### src/rtl/ctrl_playback.sv
// Scripted controller-input sequencer: replays (frames, btns1, btns0) entries.
// Optional CTRL_PLAYBACK_LOOP_EN restarts the script at its terminator.
module ctrl_playback #(
  parameter int AW = 6
) (
  input  logic          clk,
  input  logic          rst_n,
  input  logic          frame_tick,
  input  logic          ctrl_strobe,
  input  logic          start,
  input  logic          stop,
  input  logic          wr_en,
  input  logic [AW-1:0] wr_addr,
  input  logic [23:0]   wr_data,
  output logic [7:0]    btns0,
  output logic [7:0]    btns1,
  output logic          busy,
  output logic          done,
  output logic [AW-1:0] entry_idx
);

  typedef enum logic [2:0] {
    S_IDLE,
    S_FETCH,
    S_APPLY,
    S_HOLD,
    S_DONE
  } state_t;

  localparam logic [AW-1:0] IDX_ONE = AW'(1);

  state_t        state, state_d;
  logic [AW-1:0] idx_d;
  logic [7:0]    b0_d, b1_d;
  logic [7:0]    cnt, cnt_d;
  logic          tick_pend, pend_d;
  logic          wr_ok;

  logic [23:0]   mem [2**AW];
  logic [23:0]   rd_data;
  logic [7:0]    rd_cnt;

  assign wr_ok  = wr_en && (state == S_IDLE || state == S_DONE);
  assign rd_cnt = rd_data[23:16];
  assign busy   = (state == S_FETCH) || (state == S_APPLY)
               || (state == S_HOLD);
  assign done   = (state == S_DONE);

  // Read address is the next index, so data for entry_idx is ready in FETCH.
  always_ff @(posedge clk) begin
    if (wr_ok)
      mem[wr_addr] <= wr_data;
    rd_data <= mem[idx_d];
  end

  always_comb begin
    state_d = state;
    idx_d   = entry_idx;
    b0_d    = btns0;
    b1_d    = btns1;
    cnt_d   = cnt;
    pend_d  = tick_pend;
    if (stop) begin
      state_d = S_IDLE;
      idx_d   = '0;
      b0_d    = '0;
      b1_d    = '0;
      cnt_d   = '0;
      pend_d  = 1'b0;
    end else begin
      unique case (state)
        S_IDLE: begin
          if (start) begin
            state_d = S_FETCH;
            idx_d   = '0;
          end
        end
        S_FETCH: begin
          if (frame_tick)
            pend_d = 1'b1;
          if (rd_cnt == 8'd0) begin
`ifdef CTRL_PLAYBACK_LOOP_EN
            if (entry_idx != '0) begin
              idx_d = '0;
            end else begin
              state_d = S_DONE;
              b0_d    = '0;
              b1_d    = '0;
              pend_d  = 1'b0;
            end
`else
            state_d = S_DONE;
            b0_d    = '0;
            b1_d    = '0;
            pend_d  = 1'b0;
`endif
          end else begin
            state_d = S_APPLY;
          end
        end
        S_APPLY: begin
          if (frame_tick)
            pend_d = 1'b1;
          if (!ctrl_strobe) begin
            b0_d    = rd_data[7:0];
            b1_d    = rd_data[15:8];
            cnt_d   = rd_cnt;
            state_d = S_HOLD;
          end
        end
        S_HOLD: begin
          pend_d = 1'b0;
          if (frame_tick || tick_pend) begin
            cnt_d = cnt - 8'd1;
            if (cnt == 8'd1) begin
              idx_d   = entry_idx + IDX_ONE;
              state_d = S_FETCH;
            end
          end
        end
        S_DONE: begin
          if (start) begin
            state_d = S_FETCH;
            idx_d   = '0;
          end
        end
        default: state_d = S_IDLE;
      endcase
    end
  end

  always_ff @(posedge clk or negedge rst_n) begin
    if (!rst_n) begin
      state     <= S_IDLE;
      entry_idx <= '0;
      btns0     <= '0;
      btns1     <= '0;
      cnt       <= '0;
      tick_pend <= 1'b0;
    end else begin
      state     <= state_d;
      entry_idx <= idx_d;
      btns0     <= b0_d;
      btns1     <= b1_d;
      cnt       <= cnt_d;
      tick_pend <= pend_d;
    end
  end

endmodule

### config.mk
export PLATFORM = sky130hd
export DESIGN_NAME = ctrl_playback
export DESIGN_NICKNAME = d
export VERILOG_FILES = /design/src/rtl/ctrl_playback.sv
export SDC_FILE = /design/constraint.sdc
export NUM_CORES = 2
export LEC_CHECK = 0
export BUFFER_PORTS_ARGS = -buffer_cell sky130_fd_sc_hd__buf_2
export CAP_MARGIN = 10
export CORE_AREA = 2 2 504 506
export DETAILED_ROUTE_END_ITERATION = 8
export DIE_AREA = 0 0 506 508
export PLACE_DENSITY_LB_ADDON = 0.12
export SKIP_LAST_GASP = 1
export SLEW_MARGIN = 10
export SYNTH_ARGS = -nofsm -noshare
export SYNTH_HDL_FRONTEND = slang
export SYNTH_SLANG_ARGS = --single-unit
### constraint.sdc
create_clock -name clk -period 3.3 [get_ports clk]
set_clock_uncertainty 0.15 [all_clocks]
set_input_delay 0.33 -clock clk [delete_from_list [all_inputs] [get_ports clk]]
set_output_delay 0.33 -clock clk [all_outputs]
set_load 0.01 [all_outputs]
==> After elaboration in Yosys (flattened, before gate mapping) <==
Memory sizes are Yosys's and may differ from the RTL's. A register that Yosys moved wholly into a read port is not among the register bits.
Index checks and enable logic that the tools add are counted.
Widths: inputs -> output; s select.
{ "op_classes": {"muxes": 29, "eq_ne": 10, "add_sub_neg": 2, "reduce_logical": 14} }
{ "op_table": {"columns": ["operator", "count"], "rows": [
  ["$mux 8", 8],
  ["$pmux 8 s2", 3],
  ["$mux 6", 4],
  ["$mux 3", 6],
  ["$pmux 3 s4", 1],
  ["$pmux 6 s2", 1],
  ["$ne 3x2->1 const B", 3],
  ["$eq 8x1->1 const B", 1],
  ["$logic_not 8->1", 1],
  ["$sub 8x1->8 const B", 1],
  ["$add 6x1->6 const B", 1],
  ["$eq 3x2->1 const B", 2],
  ["$reduce_and 3->1", 2],
  ["$reduce_bool 3->1", 2],
  ["$mux 1", 5],
  ["$logic_or 1x1->1", 4],
  ["$reduce_and 4->1", 1],
  ["$reduce_bool 4->1", 1],
  ["$eq 3x1->1 const B", 1],
  ["$eq 3x3->1 const B", 1],
  ["$logic_not 3->1", 1],
  ["$ne 3x1->1 const B", 1],
  ["$ne 3x3->1 const B", 1],
  ["$pmux 1 s3", 1],
  ["2 further kinds", 2]
]} }
{ "word_totals": {"in_bits": 37, "ramBits": 1536, "memories": 1, "register_bits": 34} }
{ "memory_table": {"columns": ["name", "words", "word_bits", "read_ports", "rd_clocked_by_memory_dff", "write_ports", "line_no", "text"], "rows": [
  ["mem", 64, 24, 1, 1, 1, "39", "logic [23:0] mem [2**AW];"]
]} }

==> Longest topological paths before layout <==
{ "depth": {"word_depth": 5, "mapped_depth": 16} }

==> Worst setup path before layout <==
No wires, ideal clock.
{ "synth_timing": {"path_type": "flip-flop to flip-flop", "from": "register entry_idx[0]", "to": "register rd_data[2], read port of mem", "synth_period_minus_slack_ns": 2.940, "required_time_ns": 3.034, "setup_time_ns": 0.116, "path_slack_ns": 0.360, "t_arrival_ns": 2.674, "path_stages_with_launch": 12, "path_cell_list": "dfrtp_1 > ha_1 > nor3b_1 > and4b_1 > o211ai_4 > nand2_4 > inv_4 > buf_2 > mux4_2 > a22oi_1 > nand3_1 > o211a_1"} }
{ "synth_via": {"elab_chain_cells": 5, "elab_cells_between_ends": 6, "classes_between": "add/sub: 1; mux: 5"} }
{ "synth_rtl": {"columns": ["item", "line_no", "text"], "rows": [
  ["start: declaration", "19", "output logic [AW-1:0] entry_idx"],
  ["start signal: assignment", "142", "entry_idx <= idx_d;"],
  ["$add 6x1->6", "116", "idx_d = entry_idx + IDX_ONE;"],
  ["$mux 6", "115", "if (cnt == 8'd1) begin"],
  ["$mux 6", "113", "if (frame_tick || tick_pend) begin"],
  ["$pmux 6 s2 (*)", "71", "unique case (state)"],
  ["$mux 6 (*)", "63", "if (stop) begin"],
  ["end: declaration", "40", "logic [23:0] rd_data;"]
]} }
Mark *: on every way between the ends. The rest lies on a longest branch, timed or not.
A chain may end at the register's enable or synchronous reset.

==> Final worst setup path <==
{ "layout_timing": {"from": "register cnt[6]", "to": "register rd_data[21], read port of mem"} }
{ "layout_via": {"elab_chain_cells": 5} }
{ "layout_rtl": {"columns": ["item", "line_no", "text"], "rows": [
  ["start: declaration", "35", "logic [7:0] cnt, cnt_d;"],
  ["start signal: assignment", "145", "cnt <= cnt_d;"],
  ["$eq 8x1->1", "115", null],
  ["$mux 6", "115", null],
  ["$mux 6", "113", null],
  ["$pmux 6 s2", "71", null],
  ["$mux 6", "63", null]
]} }
No other way between the ends.

==> impl_metrics.tcl <==
set metrics [dict create \
    drtAntennaViolNets 0 \
    cp-start-kind "register" \
    drc 0 \
    grt_util_met1 0.244 \
    synth_edf_count 1536 \
    power_density_nw_per_um2 550 \
    synth_cells 4091 \
    synth_top_area_cell "edfxtp_1" \
    worst_pin_slew_ps 1080 \
    vdd_drop_max_mv 0.449 \
    synth.cell_area_um2 62600 \
    htreeDepth 4 \
    top_usage_layer "met2" \
    portBuffers 60 \
    final_common_cell "edfxtp_1" \
    finalPower_uw 44400 \
    setup_slack_ps -209 \
    syn_nets 4131 \
    finalSetupViolCount 23 \
    max_freq_ghz 0.285 \
    ys_seq_area_frac 0.758 \
    nNetsFinal 4797 \
    dp_slack_ps -888 \
    grtUsageMet3 0.0204 \
    dieHeight_um 508 \
    rows 185 \
    violations "setup timing" \
    maxSlewHeadroom 0.280 \
    rsz0062_at_grt "yes" \
    cts_tree "built" \
    synth_adder_area_share 0.000600 \
    syn_to_final_growth_pct 29.0 \
    synth_compound_area_frac 0.0823 \
    drive_above_1_share 0.279 \
    vias 38800 \
    yosysUniqueCellTypes 65 \
    ys_ff_latch 1594 \
    syn_avg_cell_area_um2 15.3 \
    viasPerCell 4.69 \
    layout_common_cells "edfxtp_1 (1536), nand2_1 (725), buf_4 (462), a21oi_1 (210), clkbuf_16 (184)" \
    path_max_fanout 13 \
    clk_pin_slew_ps 60 \
    io_pins 61 \
    slew_viol_final 0 \
    die_w_um 506 \
    synth-xor-area-share 0 \
    post-route-period-util 1.06 \
    ys_dominant_reg_cell "edfxtp_1" \
    synth_mux_area_frac 0.0474 \
    routed_wl_um 232000 \
    dp_hpwl_um 142000 \
    gr-usage-all-layers 0.177 \
    overflow 0 \
    synth_top_area_share 0.737 \
    synth_top_family_by_area "simple AND/OR/NAND/NOR gates" \
    grt_pass1_wl_um 321000 \
    required_ps 3880 \
    yosysWarnings 0 \
    synth.area.top_cells "edfxtp_1 (74%), nand2_1 (4.6%), mux4_2 (3.6%), a22oi_1 (2.0%), a21oi_1 (1.7%)" \
    cts.sinks 1594 \
    end_kind "register" \
    drt-initial-drc-count 3229 \
    hold_viol 0 \
    synthSimpleGateAreaFrac 0.0860 \
    clockRootBuffer "clkbuf_16" \
    worstPathArrival_ps 4090 \
    async_reset_ff_frac 0.0213 \
    clockBufferDepth 3 \
    gp_congestion 0.771 \
    drt-pass1-iter-count 6 \
    dieArea_um2 257000 \
    grt_max_degree 74 \
    p_leak_uw 0.0272 \
    grt_use_met2 0.295 \
    numCtsBuffers 178 \
    worst_hold_path_type "input pin to register" \
    cap_violations 0 \
    start_util 0.248 \
    worst_skew_pair.late_latency_ps 850 \
    status "finished with violations" \
    antenna_found_initial 24 \
    coreArea_um2 252000 \
    fin_crit_ps 3510 \
    wl_per_cell_um 28.0 \
    grt_pass1_vias 38800 \
    critPathKind "register to register" \
]
## power breakdown
part	internal, uW	switching [uW]	leakage, uW
sequential	22300	72.0	0.0145
combinational	867	1580	0.00992
clock	11100	8550	0.00277
## path summary, 6_finish.rpt
kind                                to  slack, ps        start  depth (start not counted)
hold / removal             mem[30][21]         20  wr_data[21]                          2
setup / recovery           rd_data[21]       -210       cnt[6]                         15
setup reg to reg           rd_data[21]       -210       cnt[6]                         15
min in group asynchronous     btns1[5]        190        rst_n                          3
hold reg to reg               btns0[0]        360   rd_data[0]                          2
max in group asynchronous       cnt[2]       2480        rst_n                          3
## registers in the layout (all words and copies together), names as in the netlist
register / flops
btns0: 8
btns1: 8
cnt: 8
entry_idx: 6
mem: 1536
rd_data: 24
state: 3
tick_pend: 1
## worst max-delay path, stage by stage, from the launching register on
cell and delay, ps:
dfrtp_1 410, nor3_4 230, buf_4 150, nand4b_4 130
o2111ai_2 230, o41ai_4 120, buf_4 140, buf_4 130
buf_12 140, and2_4 200, nor2b_2 170, buf_12 150
buf_6 150, a22oi_2 160, nand4_1 320, o211a_1 320
## Yosys cell counts, types with 34 or more instances
master / n
a21oi_1: 218
buf_2: 111
clkbuf_1: 110
a211oi_1: 120
o21ai_0: 70
nand2_1: 770
mux2i_1: 71
mux4_2: 100
a31oi_1: 122
dfrtp_1: 34
nor2_1: 92
and3_1: 119
a22oi_1: 169
nand3_1: 199
edfxtp_1: 1536
## metal layers
| metal | routed length, um | part of all wire |
|---|---|---|
| met5 | 41 | 0.00018 |
| met4 | 5830 | 0.025 |
| met3 | 9280 | 0.040 |
| met2 | 112000 | 0.48 |
| met1 | 104000 | 0.45 |
## cell families after synthesis
group / count (synthesis)
simple gates: 1235
fa+ha+maj: 3
compound gates: 782
mux: 171
flops: 1594
buf+inv: 306
## stage by stage
stage                util  cell area, um^2  hold WS, ps  setup TNS, ps  cells
floorplan               -            62600         -116              0   4091
global placement    0.284            71700          311         -12060   7821
detailed placement  0.284            71700          302         -10480   7821
CTS                 0.315            79600         34.5          -5010   8234
global route        0.320            80700         33.7          -5080   8272
finish              0.320            80700         15.9          -2310   8283
## timing repair
action	4_1_cts	5_1_grt
hold endpoints to repair	562	0
setup endpoints to repair	24	27
cloned	10	6
buffers inserted	53	38
gates resized for setup	255	151
hold buffers	33	0
pin swaps	82	60
## cell type report
class / count / area (um^2)
antenna: 12 / 30.0
timing repair buffer: 763 / 7910
tap: 3366 / 4210
sequential: 1594 / 47500
inverter: 26 / 136
multi-input combinational: 2191 / 15200
fill: 25000 / 172000
clock inverter: 80 / 868
clock buffer: 248 / 4820
timing repair inverter: 3 / 61.3
Power figures use the tool's default switching activity.
